$ cat src/rtl/jk_mon_pkg.sv
// Shared definitions for the JK state monitor.
//   EVT_STEP / EVT_JUMP / EVT_TIMEOUT : event type codes carried on evt_code
//   evt_hdr_t                         : fixed part of an event record {code, state};
//                                       the CNT_W-wide dwell field is appended by the user
//   classify_transition()             : step vs jump for two differing state codes
package jk_mon_pkg;

  localparam logic [1:0] EVT_STEP    = 2'b01;
  localparam logic [1:0] EVT_JUMP    = 2'b10;
  localparam logic [1:0] EVT_TIMEOUT = 2'b11;

  typedef struct packed {
    logic [1:0] code;
    logic [1:0] state;
  } evt_hdr_t;

  localparam int unsigned EVT_HDR_W = $bits(evt_hdr_t);

  // Only meaningful when prev != cur: odd number of flipped bits means one bit moved.
  function automatic logic [1:0] classify_transition(input logic [1:0] prev,
                                                     input logic [1:0] cur);
    return (^(prev ^ cur)) ? EVT_STEP : EVT_JUMP;
  endfunction

endpackage

$ cat src/rtl/jk_evt_fifo.sv
// Event queue for the JK state monitor.
//   i_clk    : clock, rising edge
//   i_rst_n  : asynchronous active-low reset, empties the queue
//   i_push   : write i_data at the tail (ignored when full unless popping the same edge)
//   i_pop    : remove the head (ignored when empty)
//   o_data   : head record, forced to zero while empty
//   o_full   : DEPTH records held
//   o_empty  : no record held
module jk_evt_fifo #(
  parameter int unsigned DEPTH = 4,
  parameter int unsigned WIDTH = 12
) (
  input  logic             i_clk,
  input  logic             i_rst_n,
  input  logic             i_push,
  input  logic [WIDTH-1:0] i_data,
  input  logic             i_pop,
  output logic [WIDTH-1:0] o_data,
  output logic             o_full,
  output logic             o_empty
);

  localparam int unsigned AW = (DEPTH > 1) ? $clog2(DEPTH) : 1;

  logic [WIDTH-1:0] r_mem [DEPTH];
  // Extra MSB distinguishes full from empty when the index bits match.
  logic [AW:0]      r_wr_ptr;
  logic [AW:0]      r_rd_ptr;
  logic             w_do_pop;
  logic             w_do_push;

  assign o_empty   = (r_wr_ptr == r_rd_ptr);
  assign o_full    = (r_wr_ptr[AW] != r_rd_ptr[AW]) &&
                     (r_wr_ptr[AW-1:0] == r_rd_ptr[AW-1:0]);
  assign w_do_pop  = i_pop & ~o_empty;
  // A pop on the same edge frees the slot, so a full queue still accepts the push.
  assign w_do_push = i_push & (~o_full | w_do_pop);
  assign o_data    = o_empty ? '0 : r_mem[r_rd_ptr[AW-1:0]];

  always_ff @(posedge i_clk or negedge i_rst_n) begin
    if (!i_rst_n) begin
      r_wr_ptr <= '0;
      r_rd_ptr <= '0;
      for (int i = 0; i < DEPTH; i++) begin
        r_mem[i] <= '0;
      end
    end else begin
      if (w_do_push) begin
        r_mem[r_wr_ptr[AW-1:0]] <= i_data;
        r_wr_ptr                <= r_wr_ptr + {{AW{1'b0}}, 1'b1};
      end
      if (w_do_pop) begin
        r_rd_ptr <= r_rd_ptr + {{AW{1'b0}}, 1'b1};
      end
    end
  end

endmodule

$ cat src/rtl/jk_state_monitor.sv
// Watches the 2-bit state {F1,F2} of an upstream JK flip-flop circuit and queues an event
// for every transition (step = one bit changed, jump = both changed) with the dwell time
// spent in the previous state.
//   clk        : clock, rising edge
//   reset      : asynchronous active-low reset
//   F1, F2     : observed state bits, S = {F1,F2}
//   evt_valid  : queue head holds an event
//   evt_ready  : consumer takes the head on this edge
//   evt_code   : head event type (01 step, 10 jump, 11 timeout)
//   evt_state  : state code carried by the head event
//   evt_dwell  : dwell count carried by the head event
//   trans_cnt  : transitions since reset, wrapping
//   overflow   : sticky, an event was dropped because the queue was full
// Build option: define JK_MON_TIMEOUT_EN to also queue a timeout event once per dwell
// period when a state has been held for TIMEOUT edges.
module jk_state_monitor
  import jk_mon_pkg::*;
#(
  parameter int unsigned DEPTH   = 4,
  parameter int unsigned CNT_W   = 8,
  parameter int unsigned TIMEOUT = 16
) (
  input  logic             clk,
  input  logic             reset,
  input  logic             F1,
  input  logic             F2,
  output logic             evt_valid,
  input  logic             evt_ready,
  output logic [1:0]       evt_code,
  output logic [1:0]       evt_state,
  output logic [CNT_W-1:0] evt_dwell,
  output logic [CNT_W-1:0] trans_cnt,
  output logic             overflow
);

  localparam int unsigned REC_W = EVT_HDR_W + CNT_W;

  if (DEPTH < 2 || (DEPTH & (DEPTH - 1)) != 0) begin : g_bad_depth
    $error("jk_state_monitor: DEPTH must be a power of two >= 2");
  end
  if (TIMEOUT < 1 || longint'(TIMEOUT) >= (64'd1 << CNT_W)) begin : g_bad_timeout
    $error("jk_state_monitor: TIMEOUT must lie in [1, 2^CNT_W)");
  end

  logic [1:0]       r_s;
  logic [CNT_W-1:0] r_dwell;
  logic [CNT_W-1:0] r_trans_cnt;
  logic             r_overflow;

  logic [1:0]       w_s;
  logic             w_trans;
  logic             w_timeout;
  logic             w_push;
  logic             w_pop;
  logic             w_full;
  logic             w_empty;
  evt_hdr_t         w_hdr;
  logic [CNT_W-1:0] w_rec_dwell;
  logic [REC_W-1:0] w_rec;
  logic [REC_W-1:0] w_head;

  assign w_s     = {F1, F2};
  assign w_trans = (w_s != r_s);

`ifdef JK_MON_TIMEOUT_EN
  logic [CNT_W:0] w_dwell_inc;

  // One bit wider so a saturated dwell never aliases onto TIMEOUT.
  assign w_dwell_inc = {1'b0, r_dwell} + {{CNT_W{1'b0}}, 1'b1};
  assign w_timeout   = ~w_trans && (w_dwell_inc == (CNT_W + 1)'(TIMEOUT));
`else
  assign w_timeout   = 1'b0;
`endif

  always_comb begin
    w_hdr.code  = classify_transition(r_s, w_s);
    w_hdr.state = w_s;
    w_rec_dwell = r_dwell;
`ifdef JK_MON_TIMEOUT_EN
    if (w_timeout) begin
      w_hdr.code  = EVT_TIMEOUT;
      w_hdr.state = r_s;
      w_rec_dwell = CNT_W'(TIMEOUT);
    end
`endif
  end

  assign w_rec  = {w_hdr, w_rec_dwell};
  assign w_push = w_trans | w_timeout;
  assign w_pop  = evt_valid & evt_ready;

  always_ff @(posedge clk or negedge reset) begin
    if (!reset) begin
      r_s         <= 2'b00;
      r_dwell     <= '0;
      r_trans_cnt <= '0;
      r_overflow  <= 1'b0;
    end else begin
      r_s <= w_s;
      if (w_trans) begin
        r_dwell     <= '0;
        r_trans_cnt <= r_trans_cnt + {{(CNT_W-1){1'b0}}, 1'b1};
      end else if (!(&r_dwell)) begin
        r_dwell <= r_dwell + {{(CNT_W-1){1'b0}}, 1'b1};
      end
      if (w_push && w_full && !w_pop) begin
        r_overflow <= 1'b1;
      end
    end
  end

  jk_evt_fifo #(
    .DEPTH (DEPTH),
    .WIDTH (REC_W)
  ) u_fifo (
    .i_clk   (clk),
    .i_rst_n (reset),
    .i_push  (w_push),
    .i_data  (w_rec),
    .i_pop   (w_pop),
    .o_data  (w_head),
    .o_full  (w_full),
    .o_empty (w_empty)
  );

  assign evt_valid                         = ~w_empty;
  assign {evt_code, evt_state, evt_dwell}  = w_head;
  assign trans_cnt                         = r_trans_cnt;
  assign overflow                          = r_overflow;

endmodule
$ cat config.mk
export PLATFORM = sky130hd
export DESIGN_NAME = jk_state_monitor
export DESIGN_NICKNAME = d
export VERILOG_FILES = /design/src/rtl/jk_mon_pkg.sv /design/src/rtl/jk_evt_fifo.sv /design/src/rtl/jk_state_monitor.sv
export SDC_FILE = /design/constraint.sdc
export NUM_CORES = 1
export LEC_CHECK = 0
export CORE_AREA = 5 5 110 86
export DETAILED_ROUTE_END_ITERATION = 6
export DIE_AREA = 0 0 115 91
export MAX_ROUTING_LAYER = met4
export PLACE_DENSITY = 0.62
export RECOVER_POWER = 100
export SYNTH_ARGS = -nofsm -noshare
export SYNTH_HDL_FRONTEND = slang
export SYNTH_SLANG_ARGS = --single-unit
$ cat constraint.sdc
create_clock -name clk -period 1.9 [get_ports clk]
set_input_delay 0.38 -clock clk [delete_from_list [all_inputs] [get_ports clk]]
set_output_delay 0.38 -clock clk [all_outputs]
set_load 0.02 [all_outputs]
# Word-level counts from Yosys, hierarchy flattened

Cells that the tools add are included.

Flip-flop bits (word level): 73
Input port bits: 5
Output and inout bits: 22

$add $sub $neg: 4
Order comparisons: 3
Equal/unequal tests: 5
Multiplexer cells: 10
Bitwise gates (word level): 9
Reductions and logical operators: 7

Operators by type and width:

| operator              | count |
|---|---|
| $bwmux W48            | 1 |
| $mux W12              | 4 |
| $bmux W12 S2          | 1 |
| $demux W12 S2         | 1 |
| $add A8 B1 Y8 const B | 2 |
| $mux W8               | 2 |
| $reduce_and A8 Y1     | 1 |
| $add A3 B1 Y3 const B | 2 |
| $ge A3 B3 Y1 const B  | 2 |
| $not A2 Y3            | 2 |
| $logic_and A1 B1 Y1   | 4 |
| $and A1 B1 Y1         | 3 |
| $eq A3 B3 Y1          | 1 |
| $lt A3 B1 Y1 const B  | 1 |
| $eq A2 B2 Y1          | 1 |
| $mux W2               | 1 |
| $ne A2 B1 Y1 const B  | 1 |
| $ne A2 B2 Y1          | 1 |
| $not A1 Y1            | 2 |
| $reduce_xor A2 Y1     | 1 |
| $xor A2 B2 Y2         | 1 |
| $logic_not A1 Y1      | 1 |
| $ne A1 B1 Y1          | 1 |
| $or A1 B1 Y1          | 1 |

# Depth between registers and ports, before layout

Gate-level depths: netlist of run 1.

Depth after elaboration: 6
Gate-level depth with buffers: 7
Gate-level depth less buffers: 5

# Modules after synthesis

A second synthesis of run 1 with hierarchy kept.

Cells, all modules: 242
Area total of the unflattened synthesis: 3629.7 um^2

Modules (own cells, without submodules):

| module           | times used | cells each | area an instance (um^2) | seq. area each (um^2) |
|---|---|---|---|---|
| jk_evt_fifo      | 1          | 164        | 2745.1                  | 1351.3 |
| jk_state_monitor | 1          | 78         | 884.6                   | 475.5 |

# Worst setup path before layout of run 1

No wires, ideal clock.

Path kind: register -> output
Start: register u_fifo.r_rd_ptr[0]
End: output port evt_code[0]
Arrival: 1.626 ns
Data required time: 1.520 ns
Slack: -0.106 ns
Cell stages (with the launch flop): 6
Buffers on the path: 2
Path through: dfrtp_1 > buf_2 > xor2_2 > nor3_1 > clkbuf_1 > nor2b_1

Word-level cells in the longest chain between the ends: 5
Elaborated cells between the ends (all ways): 6
Classes of those cells: eq/ne: 1; mux: 4; bitwise: 1

RTL lines:

| element                                     | line                   | text |
|---|---|---|
| from (decl)                                 | jk_evt_fifo.sv:28      | `logic [AW:0] r_rd_ptr;` |
| from (signal assigned)                      | jk_evt_fifo.sv:53      | `r_rd_ptr <= r_rd_ptr + {{AW{1'b0}}, 1'b1};` |
| $not A2 Y3 (implied by the code)            | jk_evt_fifo.sv:38      | `assign o_data = o_empty ? '0 : r_mem[r_rd_ptr[AW-1:0]];` |
| $bmux W12 S2                                | jk_evt_fifo.sv:38      |  |
| $mux W12 (implied by the code) (2 in a row) | jk_evt_fifo.sv:38      |  |
| $mux W12 (*)                                | jk_evt_fifo.sv:38      |  |
| to (decl)                                   | jk_state_monitor.sv:29 | `output logic [1:0] evt_code,` |

Every way passes the cells marked *; elsewhere a longest branch is shown, timed or not. The select of a mux whose other input is x is not followed.

# Worst setup path in the final report of run 1

Start: register u_fifo.r_rd_ptr[0]
End: output port evt_dwell[7]

Word-level cells in the longest chain between the ends: 5
Elaborated cells between the ends (all ways): 6
Classes of those cells: eq/ne: 1; mux: 4; bitwise: 1

RTL lines:

| element                                     | line                   | text |
|---|---|---|
| $not A2 Y3 (implied by the code)            | jk_evt_fifo.sv:38      |  |
| $bmux W12 S2                                | jk_evt_fifo.sv:38      |  |
| $mux W12 (implied by the code) (2 in a row) | jk_evt_fifo.sv:38      |  |
| $mux W12 (*)                                | jk_evt_fifo.sv:38      |  |
| to (decl)                                   | jk_state_monitor.sv:31 | `output logic [CNT_W-1:0] evt_dwell,` |

Marks and branches as above.

==> metrics.md, run 1 <==
| Metric | Value |
|---|---|
| Overflow after GRT | 0 |
| Synth-to-layout area growth | 31.0% |
| Post-DP HPWL | 4930 µm |
| Final worst setup slack | -0.225 ns |
| R2R depth | 8 |
| Post-CTS Hold Buffers | 0 |
| RSZ-0062 raised after global routing | yes |
| Routability congestion estimate | 0.800 |
| Clk sinks | 73 |
| Most frequent cells in the layout | 71 x dfrtp_1, 46 x mux2_4, 25 x buf_4, 15 x buf_6 |
| Failing checks | setup timing |
| Primary FF master, synth | dfrtp_1 |
| Die height | 91 µm |
| CP peak stage delay | 0.51 ns |
| M1 WL | 3970 µm |
| Minimum clock period | 2.12 ns |
| Fin crit share | 1.12 |
| First-pass DRT Iterations | 4 |
| CTS tree | yes |
| H-tree Lvls | 3 |
| Via count | 2,242 |
| Routed wire length | 8060 µm |
| First-pass GRT wire length | 13,300 µm |
| Layout cells sized above 1 | 0.465 |
| Routed length on met3 | 401 µm |
| Die X | 115 µm |
| Yosys warnings | 0 |
| FF-to-FF End | u_fifo.r_mem[40] |
| Seq cells post-synth | 73 |
| Commonest non-fill, non-tap cell in the layout | dfrtp_1 |
| Syn Area/Cell | 14.7 µm² |
| DR WL/cell | 18.9 µm |
| Dpl ws | -0.297 ns |
| Cell leakage power | 2.27 nW |
| Synth Instances | 246 |
| Overall Power | 0.00803 W |
| Full die area | 10,500 µm² |
| TritonCTS buffer count | 9 |
| CTS max path bufs | 2 |
| Power density cells | 1690 nW/µm² |
| Least-Margin Pin Slew | 1.13 ns |
| Vias per inst | 5.26 |
| Fmax | 0.471 GHz |
| Starting Density | 0.438 |
| CP delay by family, top | multiplexers |
| Register Area | 1830 µm² |
| Crit path DAT | 1.74 ns |
| Clock skew | 0.0136 ns |
| Root Buffer | clkbuf_8 |
| Run status | finished, violations left |
| Crit-path cells | buf_8 > mux4_2 > nor2b_2 > buf_4 |
| Endpoint class of the critical path | primary output |
| Worst Hold Class | in2async |
| Number of synthesized flops with an enable pin | 0 |
| GRT Util Overall | 0.173 |
| CP Data Required Time | 1.52 ns |
| DR DRC count | 0 |
| Clk slew on worst S/H paths | 0.09 ns |
| Area taken by multi-input logic gates | 1860 µm² |
| Fill cells | 664 |
| Row count | 29 |
| Post-synthesis sequential area ratio | 0.505 |
| Main area contributors after synthesis | dfrtp_1 50%, mux2_4 11%, mux4_2 7.5% |
| Area share of the largest cell type after synthesis | 0.505 |
| Reg2reg setup slack | -0.22 ns |
| Crit path max fanout | 6 |
| Max-slew headroom | 0.249 |
| DR WL met2 | 3610 µm |
| Core Area | 8270 µm² |
| Clock latency on the worst-skew pair | 0.36 ns |
| Vias in the first global route | 2,359 |
| RR Startpoint | u_fifo.r_rd_ptr[0] |
| Syn nets | 259 |
| Startpoint types | register |
| # IOs | 27 |
| IO buf count | 26 |
| WP buf/inv | 2 |
| Maximum VDD drop | 1.25 mV |
| Unique masters post-synth | 39 |
| FFs w/ async S/R, synth | 1.00 |
| # Max-Cap Violations | 0 |
| # diodes | 0 |
| Post-synth top area cell | dfrtp_1 |
| Slowest-stage cell, CP | mux4_2 |
| DR top layer | met4 |
| Antenna-violating nets left | 0 |
| Final Max Slew Viols | 0 |
| Synth Cell Area | 3620 µm² |
| Final net count | 326 |
| DR iter-0 viols | 125 |
| Crit Path Category | reg2out |
| Final Hold Viols | 0 |
| Antenna violations before repair | 0 |
| Setup Viol. Count Final | 68 |
| Pin count of the biggest net entering global routing | 35 |
[cell usage after synthesis, types with 4 or more instances]
master,count
dfrtp_1,73
mux2_4,27
mux2_2,20
nor2b_1,16
mux4_2,12
xnor2_1,12
clkbuf_1,8
ha_1,8
inv_1,7
mux2i_1,5
nand3_1,5
buf_6,4
nor3_1,4
[metrics by stage]
step	hold slack [ns]	setup TNS (ns)	util	area, µm²	instances
3_3_place_gp	0.384	-15.30	0.518	4290	394
6_report	0.212	-10.63	0.573	4740	426
5_1_grt	0.306	-17.62	0.573	4740	426
2_1_floorplan	0.0844	0	-	3640	246
3_5_place_dp	0.397	-17.96	0.518	4290	394
4_1_cts	0.00485	-10.71	0.575	4750	425
[worst max-delay path by stage]
stage                                  start  cells after the start                  to  slack [ns]
after floorplan           u_fifo.r_rd_ptr[0]                      5         evt_code[0]        0.04
after detailed placement                  F1                      7  u_fifo.r_wr_ptr[1]       -0.30
after global placement    u_fifo.r_rd_ptr[1]                      4        evt_dwell[7]       -0.28
final                     u_fifo.r_rd_ptr[0]                      4        evt_dwell[7]       -0.22
after global routing      u_fifo.r_rd_ptr[0]                      6        evt_dwell[4]       -0.32
after CTS                 u_fifo.r_rd_ptr[0]                      7        evt_dwell[2]       -0.31
[metal layers]
layer | global-route usage | vias up
met3 | 0.0578 | 7
li1 | - | 1030
met2 | 0.243 | 46
met5 | - | -
met4 | 0.0352 | 0
met1 | 0.247 | 1159
[area by class of cell]
type,count,area share
multi-input combinational,151,0.393
sequential,73,0.386
timing repair buffer,70,0.145
clock buffer,11,0.0298
tap,108,0.0285
clock inverter,5,0.0116
inverter,8,0.00633
[report_power, final]
group	switching [W]	internal (W)	leakage [nW]
logic	0.00205	0.00244	1.24
registers	0.000325	0.00196	0.940
clock network	0.000609	0.000638	0.0953
[sequential cells by signal (all words and copies together) (netlist names)]
signal / count
overflow: 1
u_fifo.r_rd_ptr: 3
u_fifo.r_wr_ptr: 3
r_dwell: 8
u_fifo.r_mem: 48
r_s: 2
trans_cnt: 8
[what timing repair did]
| action | in CTS | in global routing |
|---|---|---|
| endpoints found under the setup margin | 50 | 64 |
| gates resized for setup | 98 | 18 |
| gates cloned | 3 | 1 |
| pin swaps | 2 | 4 |
| setup buffers | 14 | 5 |
[logic make-up (layout without fill, tap and decap cells)]
group	Yosys count	in the layout	share of synthesized area
adders and majority gates	8	8	0.0277
AOI/OAI and AO/OA	22	22	0.0553
DFF	73	73	0.505
and+or+nand+nor	40	40	0.0674
xor gates and xnor gates	17	17	0.0505
muxes	64	64	0.263
buffers and inverters	22	94	0.0318
Note: power is estimated with default switching activity, not from simulation.
==> run 2: changes to the inputs <==
--- a/config.mk
+++ b/config.mk
@@ -11,6 +11,7 @@
 export MAX_ROUTING_LAYER = met4
 export PLACE_DENSITY = 0.62
 export RECOVER_POWER = 100
+export SETUP_SLACK_MARGIN = 0.15
 export SYNTH_ARGS = -nofsm -noshare
 export SYNTH_HDL_FRONTEND = slang
 export SYNTH_SLANG_ARGS = --single-unit
==> run 2 against run 1 <==
The flow finishes with violations (capacitance limit, slew limit, setup timing); sequential power about the same; fmax decreased by 1.1%; worst hold slack better by 0.19 ns; critical path type unchanged.
==> metrics.md, run 2 (synthesis results as in run 1) <==
| Metric | Value |
|---|---|
| Overall Power | 0.00856 W |
| Post-CTS Hold Buffers | 0 |
| Final worst setup slack | -0.248 ns |
| Via count | 2,223 |
| Routability congestion estimate | 0.819 |
| Starting Density | 0.438 |
| First-pass GRT wire length | 12,700 µm |
| Die height | 91 µm |
| DR WL/cell | 18.0 µm |
| Endpoint class of the critical path | primary output |
| Slowest-stage cell, CP | mux4_2 |
| TritonCTS buffer count | 9 |
| Synth-to-layout area growth | 36.2% |
| Crit-path cells | buf_6 > buf_4 > mux4_2 > nor2b_4 > buf_6 |
| Overflow after GRT | 0 |
| CTS tree | yes |
| DR DRC count | 0 |
| Core Area | 8270 µm² |
| # IOs | 27 |
| Worst Hold Class | in2reg |
| Layout cells sized above 1 | 0.502 |
| Reg with most FFs | u_fifo.r_mem |
| Clk slew on worst S/H paths | 0.07 ns |
| Setup Viol. Count Final | 71 |
| Most numerous cell on the critical path | buf_6 |
| Routed wire length | 7740 µm |
| Crit path max fanout | 5 |
| Vias in the first global route | 2,439 |
| Least-Margin Pin Slew | 1.60 ns |
| Vias per inst | 5.18 |
| CP delay by family, top | multiplexers |
| # diodes | 0 |
| Row count | 29 |
| Crit Path Category | reg2out |
| Max-slew headroom | -0.0644 |
| Clock skew | 0.0111 ns |
| Post-DP HPWL | 4930 µm |
| Largest register FFs | 48 |
| H-tree Lvls | 3 |
| Maximum VDD drop | 0.960 mV |
| GRT Util Overall | 0.162 |
| First-pass DRT Iterations | 4 |
| Final Max Slew Viols | 74 |
| Failing checks | capacitance limit, slew limit, setup timing |
| CP Data Required Time | 1.52 ns |
| Minimum clock period | 2.15 ns |
| Final Hold Viols | 0 |
| IO buf count | 26 |
| WP buf/inv | 3 |
| DR iter-0 viols | 71 |
| Full die area | 10,500 µm² |
| Power density cells | 1740 nW/µm² |
| Pin count of the biggest net entering global routing | 74 |
| Antenna-violating nets left | 0 |
| # Max-Cap Violations | 1 |
| Clk sinks | 73 |
| Clock latency on the worst-skew pair | 0.36 ns |
| Fmax | 0.466 GHz |
| Most frequent cells in the layout | 72 x dfrtp_1, 35 x mux2_4, 21 x buf_4, 19 x buf_6 |
| CP peak stage delay | 0.47 ns |
| Antenna violations before repair | 0 |
| Cell leakage power | 2.35 nW |
| Root Buffer | clkbuf_8 |
| Finished Layout Cells | 429 |
| Die X | 115 µm |
| Final net count | 329 |
| CTS max path bufs | 2 |
| RSZ-0062 raised after global routing | yes |
| Fin crit share | 1.13 |
| Crit path DAT | 1.77 ns |
| Startpoint types | register |
| Placed Instances | 399 |
| Run status | finished, violations left |
| Commonest non-fill, non-tap cell in the layout | dfrtp_1 |
==> run 2: power by group <==
group / internal, W / switching [W]
combinational: 0.00265 / 0.00213
clock: 0.000912 / 0.000587
sequential: 0.00196 / 0.000317
==> run 2: path summary, 6_finish.rpt <==
check	endpoint	from	cells after the start	slack (ns)
worst max-delay path	evt_dwell[0]	u_fifo.r_rd_ptr[0]	5	-0.25
worst min-delay path	r_s[0]	F2	2	0.40
worst max register to register	u_fifo.r_mem[2]	u_fifo.r_rd_ptr[0]	8	-0.14
worst min register to register	overflow	overflow	1	0.46
max in group asynchronous	u_fifo.r_rd_ptr[0]	reset	2	0.32
min in group asynchronous	u_fifo.r_mem[11]	reset	2	0.53
==> run 2: timing repair <==
| action | in CTS | in global routing |
|---|---|---|
| pin swaps | 2 | 2 |
| endpoints found under the hold margin | 0 | 0 |
| gates cloned | 1 | 1 |
| setup buffers | 7 | 5 |
| resized for setup | 98 | 27 |
| setup endpoints to repair | 72 | 75 |
==> run 2: per-layer routing <==
metal / share of wire / wire length (µm) / global-route usage
met5: 0 / 0 / -
met4: 0.014 / 105 / 0.0489
met3: 0.036 / 275 / 0.0478
met2: 0.47 / 3640 / 0.242
met1: 0.48 / 3710 / 0.215
==> run 2: worst register-to-register path, cell delays in order, from the launching register on <==
cell and delay [ns]:
dfrtp_2 0.44, buf_6 0.15, xor2_4 0.19, buf_4 0.15, buf_12 0.14, o41ai_4 0.19
buf_4 0.20, buf_12 0.15, mux2_2 0.33
==> run 2: layout make-up <==
type / count / area [µm²]
timing repair buffer: 73 / 778
fill: 659 / 3340
clock buffer: 10 / 138
tap: 108 / 135
clock inverter: 6 / 113
inverter: 8 / 33.8
sequential: 73 / 1830
multi-input combinational: 151 / 1910
==> run 2: per-stage QoR <==
step                      utilization  worst slack [ns]  hold slack [ns]  TNS (ns)  cell area, µm²
after floorplan                     -             0.100           0.0844         0            3750
after CTS                       0.582            -0.287           0.0439     -3.95            4810
after global placement          0.532            -0.348            0.446    -19.84            4400
after global routing            0.596            -0.312            0.405    -12.54            4930
final                           0.596            -0.248            0.402     -7.44            4930
after detailed placement        0.532            -0.433            0.441    -23.51            4400
==> run 3: changes to the inputs <==
--- a/config.mk
+++ b/config.mk
@@ -8,6 +8,7 @@
 export CORE_AREA = 5 5 110 86
 export DETAILED_ROUTE_END_ITERATION = 6
 export DIE_AREA = 0 0 115 91
+export GPL_TIMING_DRIVEN = 0
 export MAX_ROUTING_LAYER = met4
 export PLACE_DENSITY = 0.62
 export RECOVER_POWER = 100
==> constraint.sdc (replaced) <==
create_clock -name clk -period 1.9 [get_ports clk]
set_input_delay 0.285 -clock clk [delete_from_list [all_inputs] [get_ports clk]]
set_output_delay 0.285 -clock clk [all_outputs]
set_load 0.02 [all_outputs]
==> run 3 against run 2 <==
The run ends with setup timing left; cell area is 1.2% lower; fmax fell by 2.0%; sequential share of layout area is 0.49 points higher; sequential power up 2%; critical path type unchanged; critical endpoint is now evt_dwell[1]; largest power group unchanged; highest routed layer unchanged.
==> metrics.md, run 3 (synthesis results as in run 1) <==
| Metric | Value |
|---|---|
| Run status | finished, violations left |
| Failing checks | setup timing |
| Endpoint class of the critical path | primary output |
| Vias per inst | 5.22 |
| Core Area | 8270 µm² |
| Clock skew | 0.0119 ns |
| Fin util | 0.589 |
| Final Hold Viols | 0 |
| Final net count | 335 |
| # Max-Cap Violations | 0 |
| Pin count of the biggest net entering global routing | 58 |
| First-pass DRT Iterations | 4 |
| R2R depth | 9 |
| Max-slew headroom | 0.345 |
| Area taken by multi-input logic gates | 1860 µm² |
| CP peak stage delay | 0.39 ns |
| DR top layer | met4 |
| Cell count along the critical path | 9 |
| CTS max path bufs | 2 |
| Antenna-violating nets left | 0 |
| Maximum VDD drop | 1.13 mV |
| # IOs | 27 |
| Clock latency on the worst-skew pair | 0.35 ns |
| Overflow after GRT | 0 |
| GRT Util Overall | 0.168 |
| TritonCTS buffer count | 9 |
| Via count | 2,269 |
| Routability congestion estimate | 0.788 |
| Finished Layout Cells | 435 |
| Least-Margin Pin Slew | 0.982 ns |
| Power density cells | 1770 nW/µm² |
| Worst Setup SP | u_fifo.r_rd_ptr[0] |
| First-pass GRT wire length | 13,000 µm |
| Register Area | 1830 µm² |
| M1 WL | 3940 µm |
| Worst Hold Class | in2reg |
| Synth-to-layout area growth | 34.5% |
| Cell leakage power | 2.31 nW |
| Commonest non-fill, non-tap cell in the layout | dfrtp_1 |
| Fmax | 0.456 GHz |
| Die height | 91 µm |
| Largest register FFs | 48 |
| Row count | 29 |
| Final worst setup slack | -0.292 ns |
| H-tree Lvls | 3 |
| CP Data Required Time | 1.62 ns |
| Hold path depth | 1 |
| Vias in the first global route | 2,372 |
| WP buf/inv | 6 |
| CP delay by family, top | buffers and inverters |
| Most frequent cells in the layout | 71 x dfrtp_1, 35 x mux2_4, 27 x buf_4, 16 x buf_6 |
| DR WL met2 | 3640 µm |
| Routed length on met3 | 350 µm |
| Startpoint types | register |
| RSZ-0062 raised after global routing | yes |
| Crit-path cells | buf_6 > buf_6 > xor2_4 > nor3_4 > buf_8 > buf_6 > buf_12 > nor2b_4 > buf_6 |
| Clk slew on worst S/H paths | 0.08 ns |
| Layout cells sized above 1 | 0.480 |
| Starting Density | 0.438 |
| Fill cells | 651 |
| DR WL/cell | 18.4 µm |
| Worst hold start | F1 |
| Crit Path Category | reg2out |
| IO buf count | 25 |
| # diodes | 0 |
| Fin crit share | 1.15 |
| Clk sinks | 73 |
| Die X | 115 µm |
| Root Buffer | clkbuf_8 |
| Placed Instances | 380 |
| Setup Viol. Count Final | 64 |
| DR iter-0 viols | 99 |
| Slowest-stage cell, CP | dfrtp_1 |
| CTS tree | yes |
| Full die area | 10,500 µm² |
| Most numerous cell on the critical path | buf_6 |
| Post-DP HPWL | 4560 µm |
| DR DRC count | 0 |
| Antenna violations before repair | 0 |
| Crit path max fanout | 5 |
| Routed wire length | 8000 µm |
| Final Max Slew Viols | 0 |
| Reg with most FFs | u_fifo.r_mem |
| Minimum clock period | 2.19 ns |
| Crit path DAT | 1.91 ns |
| RR Startpoint | u_fifo.r_rd_ptr[0] |
==> run 3: report_power, final <==
| group | leakage [nW] | switching (W) | total [W] | internal [W] |
|---|---|---|---|---|
| Combinational | 1.24 | 0.00209 | 0.00469 | 0.00261 |
| Sequential | 0.940 | 0.000359 | 0.00232 | 0.00196 |
| Clock | 0.130 | 0.000581 | 0.00158 | 0.00100 |
| Total | 2.31 | 0.00303 | 0.00860 | 0.00557 |
==> run 3: final timing paths <==
| path | endpoint | slack, ns |
|---|---|---|
| worst max register to register | u_fifo.r_mem[12] | -0.28 |
| worst min register to register | overflow | 0.47 |
| worst max-delay path | evt_dwell[1] | -0.29 |
| min in group asynchronous | u_fifo.r_mem[45] | 0.61 |
| worst min-delay path | r_s[1] | 0.30 |
| max in group asynchronous | u_fifo.r_rd_ptr[1] | 0.21 |
==> run 3: layer usage <==
layer	vias to the layer above	global-route usage
met4	0	0.0459
met2	46	0.235
li1	1044	-
met5	-	-
met3	7	0.0518
met1	1172	0.238
==> run 3: per-stage QoR <==
step	hold WS, ns	power [W]	worst slack [ns]	TNS (ns)	area (µm²)
global placement	0.450	0.00544	-2.07	-184.71	4050
floorplan	-0.0106	0.00453	0.111	0	3670
detailed placement	0.181	0.00548	-0.683	-33.65	4080
finish	0.305	0.00860	-0.292	-14.20	4870
CTS	0.297	0.00820	-0.331	-12.01	4730
global route	0.296	0.00905	-0.382	-19.33	4870
==> run 3: worst register-to-register path: stages (launching register included) <==
cell and delay, ns:
dfrtp_1 0.39, buf_6 0.14, buf_6 0.12, xor2_4 0.18
buf_4 0.16, buf_8 0.14, o41ai_4 0.28, buf_4 0.21
buf_4 0.13, mux2_2 0.32
==> run 3: area by class of cell <==
class                   instances  area share
multi-input cells             151       0.381
flip-flops and latches         73       0.376
repair buffers                 65       0.126
plain buffers                  14      0.0303
well taps                     108      0.0277
clock inverters                 6      0.0267
clock buffers                  10      0.0262
inverters                       8     0.00617
==> run 3: repair_timing <==
action	4_1_cts	5_1_grt
cloned	5	0
resized for setup	103	30
hold buffers	1	0
endpoints found under the setup margin	76	69
pin swaps	4	3
endpoints found under the hold margin	16	0
buffers inserted	25	8
